<file path="src/rtl/vga_timing.sv">
// VGA raster timing generator: pixel-rate strobe, pixel/line counters and
// registered, mutually aligned sync, data-enable and blanked colour outputs.
module vga_timing #(
    parameter int   COLOR_W  = 4,
    parameter int   CLK_DIV  = 2,
    parameter int   H_ACTIVE = 800,
    parameter int   H_FP     = 56,
    parameter int   H_SYNC   = 120,
    parameter int   H_BP     = 64,
    parameter int   V_ACTIVE = 600,
    parameter int   V_FP     = 37,
    parameter int   V_SYNC   = 6,
    parameter int   V_BP     = 23,
    parameter logic H_POL    = 1'b1,
    parameter logic V_POL    = 1'b1,
    parameter int   H_TOTAL  = H_ACTIVE + H_FP + H_SYNC + H_BP,
    parameter int   V_TOTAL  = V_ACTIVE + V_FP + V_SYNC + V_BP,
    parameter int   HW       = $clog2(H_TOTAL),
    parameter int   VW       = $clog2(V_TOTAL)
) (
    input  logic               clk,
    input  logic               rst,
    input  logic               en,
    input  logic [COLOR_W-1:0] r,
    input  logic [COLOR_W-1:0] g,
    input  logic [COLOR_W-1:0] b,
    output logic [HW-1:0]      ppc,
    output logic [VW-1:0]      plc,
    output logic               pix_en,
    output logic               hsync,
    output logic               vsync,
    output logic [COLOR_W-1:0] R,
    output logic [COLOR_W-1:0] G,
    output logic [COLOR_W-1:0] B,
    output logic               de,
    output logic               line_start,
    output logic               frame_start
);

    localparam logic [3:0]    DIV_LAST = 4'(CLK_DIV - 1);
    localparam logic [3:0]    DIV_ONE  = 4'd1;
    localparam logic [HW-1:0] H_LAST   = HW'(H_TOTAL - 1);
    localparam logic [HW-1:0] H_ACT    = HW'(H_ACTIVE);
    localparam logic [HW-1:0] HS_BEG   = HW'(H_ACTIVE + H_FP);
    localparam logic [HW-1:0] HS_END   = HW'(H_ACTIVE + H_FP + H_SYNC);
    localparam logic [HW-1:0] H_ONE    = HW'(1);
    localparam logic [VW-1:0] V_LAST   = VW'(V_TOTAL - 1);
    localparam logic [VW-1:0] V_ACT    = VW'(V_ACTIVE);
    localparam logic [VW-1:0] VS_BEG   = VW'(V_ACTIVE + V_FP);
    localparam logic [VW-1:0] VS_END   = VW'(V_ACTIVE + V_FP + V_SYNC);
    localparam logic [VW-1:0] V_ONE    = VW'(1);

    logic [3:0]         div_q, div_d;
    logic               pix_en_q, pix_en_d;
    logic [HW-1:0]      ppc_q, ppc_d;
    logic [VW-1:0]      plc_q, plc_d;
    logic               hsync_q, hsync_d;
    logic               vsync_q, vsync_d;
    logic               de_q, de_d;
    logic [COLOR_W-1:0] r_q, r_d;
    logic [COLOR_W-1:0] g_q, g_d;
    logic [COLOR_W-1:0] b_q, b_d;
    logic               active;
    logic               in_hs;
    logic               in_vs;

    assign active = (ppc_q < H_ACT) && (plc_q < V_ACT);
    assign in_hs  = (ppc_q >= HS_BEG) && (ppc_q < HS_END);
    assign in_vs  = (plc_q >= VS_BEG) && (plc_q < VS_END);

    always_comb begin
        div_d    = div_q;
        pix_en_d = 1'b0;
        ppc_d    = ppc_q;
        plc_d    = plc_q;
        hsync_d  = hsync_q;
        vsync_d  = vsync_q;
        de_d     = de_q;
        r_d      = r_q;
        g_d      = g_q;
        b_d      = b_q;
        if (!en) begin
            div_d   = '0;
            ppc_d   = '0;
            plc_d   = '0;
            hsync_d = ~H_POL;
            vsync_d = ~V_POL;
            de_d    = 1'b0;
            r_d     = '0;
            g_d     = '0;
            b_d     = '0;
        end else begin
            pix_en_d = (div_q == 4'd0);
            div_d    = (div_q == DIV_LAST) ? 4'd0 : div_q + DIV_ONE;
            // Outputs sample the current coordinate, so they trail it by one pixel.
            if (pix_en_q) begin
                if (ppc_q == H_LAST) begin
                    ppc_d = '0;
                    plc_d = (plc_q == V_LAST) ? '0 : plc_q + V_ONE;
                end else begin
                    ppc_d = ppc_q + H_ONE;
                end
                hsync_d = in_hs ? H_POL : ~H_POL;
                vsync_d = in_vs ? V_POL : ~V_POL;
                de_d    = active;
                r_d     = active ? r : '0;
                g_d     = active ? g : '0;
                b_d     = active ? b : '0;
            end
        end
    end

    always_ff @(posedge clk) begin
        if (rst) begin
            div_q    <= '0;
            pix_en_q <= 1'b0;
            ppc_q    <= '0;
            plc_q    <= '0;
            hsync_q  <= ~H_POL;
            vsync_q  <= ~V_POL;
            de_q     <= 1'b0;
            r_q      <= '0;
            g_q      <= '0;
            b_q      <= '0;
        end else begin
            div_q    <= div_d;
            pix_en_q <= pix_en_d;
            ppc_q    <= ppc_d;
            plc_q    <= plc_d;
            hsync_q  <= hsync_d;
            vsync_q  <= vsync_d;
            de_q     <= de_d;
            r_q      <= r_d;
            g_q      <= g_d;
            b_q      <= b_d;
        end
    end

    assign pix_en      = pix_en_q & en;
    assign line_start  = pix_en & (ppc_q == '0);
    assign frame_start = line_start & (plc_q == '0);
    assign ppc         = ppc_q;
    assign plc         = plc_q;
    assign hsync       = hsync_q;
    assign vsync       = vsync_q;
    assign de          = de_q;
    assign R           = r_q;
    assign G           = g_q;
    assign B           = b_q;

endmodule
</file>
<file path="config.mk">
export PLATFORM = sky130hd
export DESIGN_NAME = vga_timing
export DESIGN_NICKNAME = d
export VERILOG_FILES = /design/src/rtl/vga_timing.sv
export SDC_FILE = /design/constraint.sdc
export NUM_CORES = 1
export LEC_CHECK = 0
export CAP_MARGIN = 20
export CORE_MARGIN = 3
export CORE_UTILIZATION = 25
export CTS_BUF_LIST = sky130_fd_sc_hd__clkbuf_2 sky130_fd_sc_hd__clkbuf_4 sky130_fd_sc_hd__clkbuf_8
export DETAILED_ROUTE_END_ITERATION = 8
export GPL_ROUTABILITY_DRIVEN = 0
export RECOVER_POWER = 25
export REMOVE_ABC_BUFFERS = 1
export SETUP_SLACK_MARGIN = 0.2
export SLEW_MARGIN = 20
export SYNTH_ARGS = -nofsm -noshare
export SYNTH_HDL_FRONTEND = slang
export SYNTH_SLANG_ARGS = --single-unit
export TNS_END_PERCENT = 50
</file>
<file path="constraint.sdc">
create_clock -name clk -period 2.2 [get_ports clk]
set_input_delay 0.66 -clock clk [delete_from_list [all_inputs] [get_ports clk]]
set_output_delay 0.66 -clock clk [all_outputs]
set_load 0.05 [all_outputs]
</file>
==> metrics.md, run 1 <==
| Metric | Value |
|---|---|
| Diodes inserted | `0` |
| Rows | `31` |
| H-tree levels | `2` |
| Worst VDD drop | `around 220 µV` |
| Clock Sinks | `41` |
| Max-Cap Viols | `0` |
| Cts hold-fix bufs | `0` |
| WHS Endpoint | `G[0]` |
| Router iterations before antenna repair | `4` |
| Power Density | `around 510 nW/µm²` |
| Crit. Startpoint | `ppc[0]` |
| Synth area leader | `dfxtp_1` |
| Post-layout nets | `approximately 320` |
| Min Tclk post-route | `2.24 ns` |
| Final setup margin | `-0.0351 ns` |
| Crit path DAT | `between 1.5 and 2 ns` |
| Largest net degree at the start of global routing | `13` |
| GRT Total Usage | `between 10% and 20%` |
| Grt total ovfl | `0` |
| Commonest non-fill, non-tap cells in the layout | `buf_4, dfxtp_1, nor2_1` |
| Top post-synthesis cells by area | `dfxtp_1, ha_1, a22o_1` |
| Slew headroom | `57.2%` |
| Top Ports | `between 50 and 60` |
| DR WL/cell | `13.0 µm` |
| Antenna viol nets, final | `0` |
| Final hold violation count | `0` |
| Seq/Total Area, Yosys | `42.1%` |
| Final instance area | `2820 µm²` |
| Hold Slack | `0.471 ns` |
| I/O Buffers | `53` |
| Drt total wl | `between 5000 and 6000 µm` |
| Cells after Synth | `between 200 and 250` |
| CTS tree | `done` |
| Reg-to-Reg End | `plc[8]` |
| CP Capture Type | `primary output` |
| Synth-to-Final Area Change | `45.0%` |
| FILL cells | `783` |
| Fmax | `between 400 and 500 MHz` |
| # setup viols final | `1` |
| Utilization after layout | `38.1%` |
| FF-to-FF path depth | `7` |
| Syn_area_per_cell | `a little over 9 µm²` |
| Kind of critical path | `flip-flop to primary output` |
| CP Max Fanout | `2` |
| CTS clk-pin slew, worst paths | `0.08 ns` |
| Async set-reset flop share out of synthesis | `0%` |
| Reg2reg start | `ppc[0]` |
| Die Span X | `about 94 µm` |
| Worst hold-check path type | `flip-flop to flip-flop` |
| P_leak | `1.21 nW` |
| Slew Limit Fails | `0` |
| First DRT Iteration DRCs | `69` |
| Fin cells | `391` |
| Final Cycle Share | `102%` |
| Vias | `roughly 1,800` |
| Clock Tree Buf Depth | `2` |
| Status | `complete, but fails checks` |
| First-pass GRT wire length | `8340 µm` |
| Core area | `approximately 7400 µm²` |
| Layout cells sized above 1 | `between 20% and 30%` |
| Initial cell density of the core | `26.3%` |
| Failing checks | `setup timing` |
| Via density | `4.58` |
| Flop2flop setup slack | `0.35 ns` |
| Hold_sp | `G[0]` |
| Final clock skew | `0.00748 ns` |
| Clk root buf | `clkbuf_8` |
| Setup WS pre-CTS | `-0.434 ns` |
| Worst-margin pin slew | `between 0.6 and 0.7 ns` |
| DR DRC count | `0` |
| Vias in the first global route | `1,735` |
| Crit start category | `flip-flop` |
| Initial antenna violation count | `0` |
| Worst skew pair latency | `0.29 ns` |
| Hold path depth | `1` |
| Commonest non-fill, non-tap cell in the layout | `buf_4` |
| Placement Cell Area | `2720 µm²` |
| Post-synth EDFFs | `0` |
| Post-Place Cells | `380` |
| Final TNS setup | `-0.0351 ns` |
| Mapped Area | `just under 2000 µm²` |
| PnR Total Power | `1.44 mW` |
| Ys Warns | `0` |
| Die Span Y | `94.3 µm` |
| CP Data Required Time | `between 1.5 and 2 ns` |
| Total CTS buffers | `5` |
| Die area | `slightly below 9000 µm²` |
| RSZ-0062 raised after global routing | `true` |
| Most used DFF post-synth | `dfxtp_1` |
| DP HPWL | `3820 µm` |
| Top cell type's share of synthesized area | `42.1%` |
| Seq cells post-synth | `41` |
| Post-synth cell types | `43` |
==> power breakdown <==
part	internal (mW)	total [mW]	switching [mW]	leakage (nW)
Sequential	0.751	0.757	0.00585	0.334
Combinational	0.0610	0.135	0.0736	0.823
Clock	0.284	0.546	0.263	0.0542
Total	1.10	1.44	0.342	1.21
==> layer usage <==
metal / wire length [µm] / GRT usage (%) / vias up
met5: 0 / 0 / -
met1: 2420 / 16.0 / 837
li1: - / - / 908
met3: 327 / 3.53 / 4
met4: 34 / 2.89 / 0
met2: 2320 / 18.2 / 41
==> sequential cells by signal (all words and copies together), names as in the netlist <==
name	count
div_q	4
plc	10
de	1
vsync	1
B	4
pix_en_q	1
hsync	1
R	4
ppc	11
G	4
==> cell usage after synthesis (3+ instances only) <==
cell type	count
dfxtp_1	41
nor2_1	18
a21oi_1	13
nand2_1	13
a22o_1	12
inv_1	11
ha_1	9
nand3_1	9
xor2_1	8
o21ai_0	6
or3_1	6
nor2b_1	5
and3_1	4
and4_1	4
buf_2	4
nand4_1	4
xnor2_1	4
and2_1	3
mux2i_1	3
==> kinds of logic (layout without fill, tap and decap cells) <==
kind of cell / after synthesis / count (layout) / synth area share, %
AOI/OAI and AO/OA: 45 / 45 / 16.3
xor gates and xnor gates: 12 / 12 / 5.39
adders and majority gates: 9 / 9 / 5.78
buffers and inverters: 21 / 103 / 5.46
DFF: 41 / 41 / 42.1
muxes: 3 / 3 / 1.54
and+or+nand+nor: 79 / 79 / 23.4
==> how the worst max path moves through the flow <==
stage	to	slack, ns	depth (start not counted)
after floorplan	frame_start	-1.66	4
after global placement	frame_start	-0.45	6
after detailed placement	frame_start	-0.43	6
after CTS	frame_start	-0.1	6
after global routing	frame_start	-0.11	7
final	frame_start	-0.04	7
==> cell type report <==
class | instances | area [µm²] | area share [%]
clock buffer | 7 | 96.3 | 3.41
tap | 99 | 124 | 4.39
clock inverter | 1 | 5.00 | 0.177
multi-input combinational | 148 | 1060 | 37.4
inverter | 11 | 41.3 | 1.46
timing repair buffer | 84 | 673 | 23.8
sequential | 41 | 827 | 29.3
==> critical path: stages (launching register included) <==
cell	delay (ns)
dfxtp_2	0.33
inv_2	0.06
ha_4	0.13
nand3_2	0.06
nor4_2	0.20
buf_4	0.15
and4_4	0.22
buf_12	0.14
==> what timing repair did <==
item,in CTS,in global routing
gates resized for setup,28,5
endpoints found under the setup margin,16,10
setup buffers,3,0
pin swaps,3,2
Note: power is estimated with default switching activity, not from simulation.
==> inputs of run 2 (changes only) <==
--- a/config.mk
+++ b/config.mk
@@ -11,8 +11,8 @@
 export CTS_BUF_LIST = sky130_fd_sc_hd__clkbuf_2 sky130_fd_sc_hd__clkbuf_4 sky130_fd_sc_hd__clkbuf_8
 export DETAILED_ROUTE_END_ITERATION = 8
 export GPL_ROUTABILITY_DRIVEN = 0
+export PLACE_DENSITY = 0.53
 export RECOVER_POWER = 25
-export REMOVE_ABC_BUFFERS = 1
 export SETUP_SLACK_MARGIN = 0.2
 export SLEW_MARGIN = 20
 export SYNTH_ARGS = -nofsm -noshare
==> run 2 against run 1 <==
Effect of this change:
- the flow still finishes with violations (setup timing)
- combinational power barely moved
- sequential share of layout area grew 0.26 points
- routed wire length fell by 0.75%
- setup slack lost 0.042 ns
- fmax down 1.9%
- final cell count fell by 1.5%
- die area unchanged
- clock power increased by 14%
- sequential power down 0.7%
- sequential cell count unchanged
- largest cell class unchanged
==> metrics.md, run 2 (same netlist as run 1, synthesis figures left out) <==
| Metric | Value |
|---|---|
| Status | `complete, but fails checks` |
| Failing checks | `setup timing` |
| Clock Sinks | `41` |
| Vias | `1,758` |
| Router iterations before antenna repair | `4` |
| GRT Total Usage | `11.9%` |
| Clock Tree Buf Depth | `2` |
| CP Capture Type | `primary output` |
| Layout cells sized above 1 | `26.9%` |
| P_leak | `about 1.2 nW` |
| Total CTS buffers | `5` |
| Final setup margin | `-0.0775 ns` |
| Crit path largest cell delay | `around 0.36 ns` |
| Largest register FFs | `11` |
| Cell Chain, Critical Path | `inv_2, ha_4, nand3_4, nor4_4, and4_4, buf_12` |
| Diodes inserted | `0` |
| Top Ports | `54` |
| Die Span X | `94.3 µm` |
| Worst skew pair latency | `0.29 ns` |
| CTS clk-pin slew, worst paths | `0.09 ns` |
| FILL cells | `766` |
| Commonest non-fill, non-tap cells in the layout | `buf_4, dfxtp_1, nor2_1` |
| Post-layout nets | `just over 300` |
| Kind of critical path | `flip-flop to primary output` |
| FF+latch area | `around 850 µm²` |
| Footprint of the multi-input gates | `between 1000 and 1500 µm²` |
| Final clock skew | `0.0102 ns` |
| Power Density | `527 nW/µm²` |
| Clk root buf | `clkbuf_8` |
| Final TNS setup | `-0.113 ns` |
| Worst path buffer plus inverter count | `2` |
| Grt total ovfl | `0` |
| First-pass GRT wire length | `8280 µm` |
| Via density | `4.57` |
| First DRT Iteration DRCs | `51` |
| CP Data Required Time | `1.54 ns` |
| Worst-margin pin slew | `0.620 ns` |
| Initial antenna violation count | `0` |
| Final Cycle Share | `104%` |
| DR WL/cell | `13.1 µm` |
| Die area | `8890 µm²` |
| CP delay by family, top | `simple AND/OR/NAND/NOR gates` |
| Drt total wl | `5060 µm` |
| # setup viols final | `2` |
| Antenna viol nets, final | `0` |
| Worst VDD drop | `around 200 µV` |
| Commonest non-fill, non-tap cell in the layout | `buf_4` |
| Fmax | `approximately 440 MHz` |
| H-tree levels | `2` |
| Worst hold-check path type | `flip-flop to flip-flop` |
| CP Max Fanout | `4` |
| Slew headroom | `58.8%` |
| Crit start category | `flip-flop` |
| Crit path DAT | `1.62 ns` |
| CTS tree | `done` |
| Slew Limit Fails | `0` |
| Hold Slack | `0.471 ns` |
| DR DRC count | `0` |
| Final hold violation count | `0` |
| Die Span Y | `roughly 94 µm` |
| Max-Cap Viols | `0` |
| Vias in the first global route | `1,689` |
| Largest net degree at the start of global routing | `15` |
| PnR Total Power | `1.51 mW` |
| Syn Nets | `234` |
| Rows | `31` |
| Slowest CP cell | `dfxtp_4` |
| RSZ-0062 raised after global routing | `true` |
| DP HPWL | `3680 µm` |
| I/O Buffers | `53` |
| Initial cell density of the core | `26.3%` |
| Synth-to-Final Area Change | `47.1%` |
| Fin cells | `roughly 390` |
| Post-Place Cells | `369` |
| Min Tclk post-route | `2.28 ns` |
| Core area | `around 7400 µm²` |
run 2: changes by cell type in the layout (fill, tap and decap cells not counted), sizes merged:
cell / before / now
inv: 11 / 12
buf: 46 / 39
clkdlybuf4s15: 0 / 1
bufinv: 0 / 1
clkbuf: 19 / 14
dlygate4sd2: 13 / 16
run 2: per-layer routing:
| layer | part of all wire [%] | global-route usage, % | vias up | routed length, µm |
|---|---|---|---|---|
| li1 | - | - | 900 | - |
| met1 | 46 | 16.0 | 814 | 2330 |
| met2 | 47 | 18.5 | 42 | 2370 |
| met3 | 6.8 | 3.69 | 2 | 343 |
| met4 | 0.45 | 2.89 | 0 | 23 |
| met5 | 0 | 0 | - | 0 |
run 2: per-stage QoR:
stage | worst slack [ns] | util [%] | instance area [µm²]
3_5_place_dp | -0.419 | 36.3 | 2690
5_1_grt | -0.185 | 38.7 | 2870
4_1_cts | -0.131 | 38.2 | 2830
6_report | -0.0775 | 38.7 | 2870
3_3_place_gp | -0.412 | 36.3 | 2690
2_1_floorplan | -0.283 | - | 2000
run 2: final cells by class:
type	count	area share, %
multi-input cells	148	38.1
flip-flops and latches	41	29.6
repair buffers	78	22.7
well taps	99	4.32
clock buffers	5	2.40
clock inverters	3	1.53
inverters	11	1.44
run 2: path summary, 6_finish.rpt:
check             slack (ns)  cells past startpoint    from          end
setup / recovery       -0.08                      6  ppc[1]  frame_start
hold / removal          0.47                      1    R[3]         R[3]
setup reg to reg        0.37                      7  ppc[0]       plc[8]
hold reg to reg         0.47                      1    R[3]         R[3]
run 2: repair_timing:
action | 4_1_cts | 5_1_grt
pin swaps | 5 | 3
hold buffers | 0 | 0
gates resized for setup | 23 | 14
endpoints found under the hold margin | 0 | 0
endpoints found under the setup margin | 32 | 18
buffers inserted | 5 | 3
run 2: where the power goes:
group          internal [mW]  leakage, nW  switching, mW
Sequential             0.745        0.338        0.00629
Combinational         0.0634        0.822         0.0737
Clock                  0.340       0.0585          0.280
==> variant 1, RTL diff (settings of run 2) <==
Set the parameter `H_FP` to 112 (it was 56).
--- a/src/rtl/vga_timing.sv
+++ b/src/rtl/vga_timing.sv
@@ -4,7 +4,7 @@
     parameter int   COLOR_W  = 4,
     parameter int   CLK_DIV  = 2,
     parameter int   H_ACTIVE = 800,
-    parameter int   H_FP     = 56,
+    parameter int   H_FP     = 112,
     parameter int   H_SYNC   = 120,
     parameter int   H_BP     = 64,
     parameter int   V_ACTIVE = 600,
Function: same outputs for any inputs over 10 cycles, from zero or initial values; that may be too few to reach the edited logic, so the function may still have changed.
==> variant 1 against run 2 <==
- critical path depth did not move
- core utilization fell by 0.92 points
- count of clock-buffer cells in the layout rose by 1
- sequential cell count did not move
- area after synthesis fell by 1.1%
- worst setup slack got worse by 0.12 ns
- the flow still finishes with violations (negative setup slack)
- cell area fell by 2.9%
- non-clock buffer count fell by 2
- synthesized cell count rose by 0.48%
- wire length fell by 0.18%
- power fell by 9.4%
==> variant 1: results (changes against run 2) <==
The global routing usage summed across all routing layers was 11.89% (was 11.90%). Endpoint with the worst hold slack: de (was R[3]). The highest ir drop seen on vdd is 0.2454 mV (was 0.2035 mV).

The worst flop-to-flop path startpoint was ppc[8] (was ppc[0]). The run gives 72 (was 51) as the detailed router's first-iteration violation count. The post-layout net count is 306 (was 309).

The largest net degree at the start of global routing is 14 (was 15), and the slew at the pin closest to its max-slew limit is 0.6244 ns (was 0.6201 ns). The launch point of the worst hold path is de (was R[3]). The post-route worst setup slack came out at -0.2003 ns (was -0.07746 ns). The data arrival time of the critical path was 1.74 ns (was 1.62 ns). For the part of the Yosys area used for sequential elements, the log shows 42.60% (was 42.13%). The net switching share of the total power was 24.56% (was 23.88%); the clock skew was 0.007446 ns (was 0.01017 ns). The post-route worst hold slack was 0.4554 ns (was 0.4708 ns); the share of post-route cells with drive strength above 1 was 23.76% (was 26.92%). The depth of the worst register-to-register path is 6 (was 7), and the total via count in the routed design is 1776 (was 1758). Leading cell types by count after synthesis: sky130_fd_sc_hd__dfxtp_1 (41), sky130_fd_sc_hd__nor2_1 (22), sky130_fd_sc_hd__a22o_1 (12) (was sky130_fd_sc_hd__dfxtp_1 (41), sky130_fd_sc_hd__nor2_1 (18), sky130_fd_sc_hd__a21oi_1 (13), sky130_fd_sc_hd__nand2_1 (13), sky130_fd_sc_hd__a22o_1 (12)). The run finished, with violations left.

The post-synth net total was 235 (was 234); the number of library cell types mapped by synthesis was 41 (was 43). Endpoint of the worst register-to-register path: plc[6] (was plc[8]). The worst-path maximum fanout was 2 (was 4); the number of setup violations in the final report was 2 (unchanged).

The tools report the initial core utilization as 26.15% (was 26.30%). Failing checks: negative setup slack (unchanged). The wire length per cell was 13.25 µm (was 13.14 µm); the estimated wirelength of the detail-placed design was 3690 µm (was 3680 µm).
==> variant 1: cell types whose count changed in the layout (fill, tap and decap cells not counted), moves of 3 or more <==
cell,before,now
sky130_fd_sc_hd__dfxtp_1,30,33
sky130_fd_sc_hd__or3_1,6,2
sky130_fd_sc_hd__nor2_1,17,20
sky130_fd_sc_hd__inv_1,9,6
sky130_fd_sc_hd__nand4_1,4,9
sky130_fd_sc_hd__nor3_1,1,4
==> variant 1: cell type report <==
cell class	count	area, µm²
clock buffers	6	76.32
clock inverters	1	5.005
fillers	800	4586
inverters	8	30.03
multi-input cells	150	1089
flip-flops and latches	41	840.8
well taps	99	123.9
repair buffers	76	619.3
==> variant 1: layer usage <==
layer	routed length (µm)	global-route usage, %
met1	2410	16.09
met2	2252	17.98
met3	347	3.766
met4	40	3.610
met5	0	0
==> variant 1: worst max-delay path by stage <==
| stage | endpoint | depth (start not counted) |
|---|---|---|
| after floorplan | frame_start | 4 |
| after global placement | frame_start | 5 |
| after detailed placement | frame_start | 5 |
| after CTS | frame_start | 6 |
| after global routing | frame_start | 6 |
| final | frame_start | 6 |
==> variant 1: power groups by stage <==
stage | registers [W] | clock network [W] | logic, W
global placement | 0.000771 | 0 | 0.000134
finish | 0.000753 | 0.000486 | 0.000128
detailed placement | 0.000771 | 0 | 0.000135
floorplan | 0.000794 | 0 | 0.0000456
global route | 0.000755 | 0.000534 | 0.000138
CTS | 0.000753 | 0.000509 | 0.000131
==> variant 1: timing repair <==
item / CTS / global route
hold buffers: 0 / 0
setup buffers: 3 / 3
setup endpoints to repair: 18 / 22
pin swaps: 6 / 4
resized for setup: 26 / 5
==> variant 1: kinds of logic (layout without fill, tap and decap cells) <==
logic type / count (synthesis) / after routing / synth area share (%)
AND/OR/NAND/NOR: 86 / 86 / 25.32
flip-flops: 41 / 41 / 42.60
AO/OA/AOI/OAI: 39 / 39 / 14.22
buffers and inverters: 20 / 91 / 4.545
XOR/XNOR: 13 / 13 / 5.909
adder cells (fa/ha/maj): 9 / 9 / 5.844
multiplexers: 3 / 3 / 1.559
==> variant 1: critical path, cell delays in order, from the launching register on <==
cell                      delay [ns]
sky130_fd_sc_hd__dfxtp_2        0.33
sky130_fd_sc_hd__inv_2          0.07
sky130_fd_sc_hd__ha_4           0.13
sky130_fd_sc_hd__or4b_4         0.46
sky130_fd_sc_hd__nor3_4         0.13
sky130_fd_sc_hd__and3_4         0.21
sky130_fd_sc_hd__buf_12         0.13
==> variant 1: stage by stage <==
stage,setup TNS (ns),area (µm²),utilization (%),instances
2_1_floorplan,-0.3441,1981,-,211
3_3_place_gp,-1.481,2679,36.35,368
3_5_place_dp,-1.716,2679,36.35,368
4_1_cts,-0.3713,2798,37.96,378
5_1_grt,-0.4470,2784,37.78,381
6_report,-0.2224,2784,37.78,381
==> variant 2, RTL diff (settings of run 2) <==
Without the edit above. Put a register stage on the output `pix_en`, without a reset. The value now appears one clock later. The other outputs are not delayed to match.
--- a/src/rtl/vga_timing.sv
+++ b/src/rtl/vga_timing.sv
@@ -49,6 +49,8 @@
     localparam logic [VW-1:0] VS_BEG   = VW'(V_ACTIVE + V_FP);
     localparam logic [VW-1:0] VS_END   = VW'(V_ACTIVE + V_FP + V_SYNC);
     localparam logic [VW-1:0] V_ONE    = VW'(1);
+
+    logic pix_en_c;
 
     logic [3:0]         div_q, div_d;
     logic               pix_en_q, pix_en_d;
@@ -136,8 +138,8 @@
         end
     end
 
-    assign pix_en      = pix_en_q & en;
-    assign line_start  = pix_en & (ppc_q == '0);
+    assign pix_en_c    = pix_en_q & en;
+    assign line_start  = pix_en_c & (ppc_q == '0);
     assign frame_start = line_start & (plc_q == '0);
     assign ppc         = ppc_q;
     assign plc         = plc_q;
@@ -148,4 +150,8 @@
     assign G           = g_q;
     assign B           = b_q;
 
+    always_ff @(posedge clk) begin
+        pix_en <= pix_en_c;
+    end
+
 endmodule
Behaviour: not the same (Yosys sat finds a counterexample within 4 cycles, from zero or initial values).
==> variant 2 against run 2 <==
- sequential cell count is 1 higher
- the flow still finishes with violations (negative setup slack)
- wire length is 1.1% higher
- largest power group unchanged
- worst setup slack gained 0.010 ns
- area after synthesis grew 1.0%
- power decreased by 4.8%
- cell area fell by 1.1%
- combinational power down 4%
- core utilization down 0.62 points
==> variant 2: results (changes against run 2) <==
Clock skew: 0.01083 ns (was 0.01017 ns). Most area-consuming cells after synthesis: sky130_fd_sc_hd__dfxtp_1 (43%), sky130_fd_sc_hd__ha_1 (5.7%), sky130_fd_sc_hd__a22o_1 (5.3%) (was sky130_fd_sc_hd__dfxtp_1 (42%), sky130_fd_sc_hd__ha_1 (5.8%), sky130_fd_sc_hd__a22o_1 (5.4%)). The met3 capacity usage during global routing was 3.347% (was 3.686%). The met1 global-route usage is 16.04% (was 16.03%). The highest ir drop seen on vdd was 0.1772 mV (was 0.2035 mV); the number of setup violations in the final report was 2 (unchanged). The cell at the root of the clock tree was sky130_fd_sc_hd__clkbuf_8 (unchanged). The number of global-route vias before repair is 1721 (was 1689), and the estimated wirelength of the detail-placed design is 3742 µm (was 3680 µm). The wire length after detailed routing was 5114 µm (was 5059 µm); the part of the Yosys area used for sequential elements was 42.72% (was 42.13%).

Register-to-register setup slack: 0.35 ns (was 0.37 ns). The tools report the length of the first detailed-routing pass in iterations as 4 (unchanged). The tools report the wire length of the first global-routing pass as 8424 µm (was 8280 µm).

The tools report the fraction of met2 tracks used by global routing as 18.44% (was 18.50%). For the core occupancy in the finished layout, the log shows 38.07% (was 38.69%). The tools report the worst setup path startpoint as pix_en_q (was ppc[1]).

The mean number of vias per cell was 4.598 (was 4.566); the global routing usage summed across all routing layers was 11.99% (was 11.90%). The largest net degree at the start of global routing was 16 (was 15); the worst-path maximum fanout was 3 (was 4). Detailed router's first-iteration violation count: 55 (was 51).

The logs give 235 (was 234) for the post-synth net total and 0 (unchanged) for the number of maximum-capacitance violations. The slew at the pin closest to its max-slew limit is 0.8409 ns (was 0.6201 ns). The post-route worst setup slack is -0.06740 ns (was -0.07746 ns).

The run gives 1.200 nW (was 1.219 nW) as the static leakage. Leading cell types by count after synthesis: sky130_fd_sc_hd__dfxtp_1 (42), sky130_fd_sc_hd__nor2_1 (18), sky130_fd_sc_hd__a21oi_1 (13), sky130_fd_sc_hd__nand2_1 (13), sky130_fd_sc_hd__a22o_1 (12) (was sky130_fd_sc_hd__dfxtp_1 (41), sky130_fd_sc_hd__nor2_1 (18), sky130_fd_sc_hd__a21oi_1 (13), sky130_fd_sc_hd__nand2_1 (13), sky130_fd_sc_hd__a22o_1 (12)). Failing checks: negative setup slack (unchanged). The flow ran to the end, but the final reports show violations. The post-layout net count was 310 (was 309); the stage delay of the slowest cell on the critical path was 0.33 ns (was 0.36 ns). The share of post-route cells with drive strength above 1 is 25.44% (was 26.92%).
variant 2: report_power, final:
group | internal (W) | total (W) | leakage [nW] | switching, W
registers | 0.000765 | 0.000771 | 0.346 | 0.00000607
logic | 0.0000592 | 0.000132 | 0.809 | 0.0000725
clock network | 0.000228 | 0.000534 | 0.0451 | 0.000306
variant 2: stage by stage:
step	setup slack, ns	instance area (µm²)	hold slack [ns]	setup TNS, ns	std cells
5_1_grt	-0.1385	2835	0.4897	-0.2398	386
2_1_floorplan	-0.2826	2019	0.4714	-0.2826	211
6_report	-0.06740	2835	0.4726	-0.09261	386
3_3_place_gp	-0.4091	2698	0.4557	-2.212	370
3_5_place_dp	-0.4543	2698	0.4590	-2.225	370
4_1_cts	-0.1641	2795	0.4807	-0.2770	381
variant 2: worst min path at each step:
stage | start | end | cells after the start
floorplan | div_q[0] | div_q[0] | 1
global placement | G[2] | G[2] | 1
detailed placement | R[1] | R[1] | 1
CTS | R[1] | R[1] | 1
global route | G[3] | G[3] | 1
finish | vsync | vsync | 2
variant 2: final cells by class:
class / instances / area, µm²
Inverter: 11 / 41.29
Timing Repair Buffer: 78 / 624.3
Tap cell: 99 / 123.9
Multi-Input combinational cell: 148 / 1090
Clock inverter: 3 / 22.52
Fill cell: 813 / 4612
Sequential cell: 42 / 864.6
Clock buffer: 5 / 68.82
variant 2: cells by family (layout without fill, tap and decap cells):
logic type | after synthesis | in the layout | synth area share, %
simple gates | 79 | 79 | 23.14
flops | 42 | 42 | 42.72
xor+xnor | 12 | 12 | 5.340
compound gates | 45 | 45 | 16.15
mux | 3 | 3 | 1.526
fa+ha+maj | 9 | 9 | 5.722
buf+inv | 21 | 97 | 5.404
variant 2: layer usage:
| metal | vias to the layer above | share of wire [%] |
|---|---|---|
| met5 | - | 0 |
| met3 | 6 | 5.2 |
| met1 | 831 | 50 |
| met4 | 0 | 1.2 |
| met2 | 35 | 44 |
| li1 | 903 | - |
variant 2: timing repair:
item / CTS / global route
pin swaps: 4 / 5
buffers inserted: 3 / 5
setup endpoints to repair: 23 / 4
gates resized for setup: 20 / 15
variant 2: worst register-to-register path, cell delays in order (launching register included):
cell                      delay [ns]
sky130_fd_sc_hd__dfxtp_4        0.37
sky130_fd_sc_hd__buf_4          0.11
sky130_fd_sc_hd__ha_1           0.15
sky130_fd_sc_hd__and3_1         0.20
sky130_fd_sc_hd__buf_4          0.16
sky130_fd_sc_hd__nand4_2        0.20
sky130_fd_sc_hd__or4_1          0.45
sky130_fd_sc_hd__a21oi_1        0.15
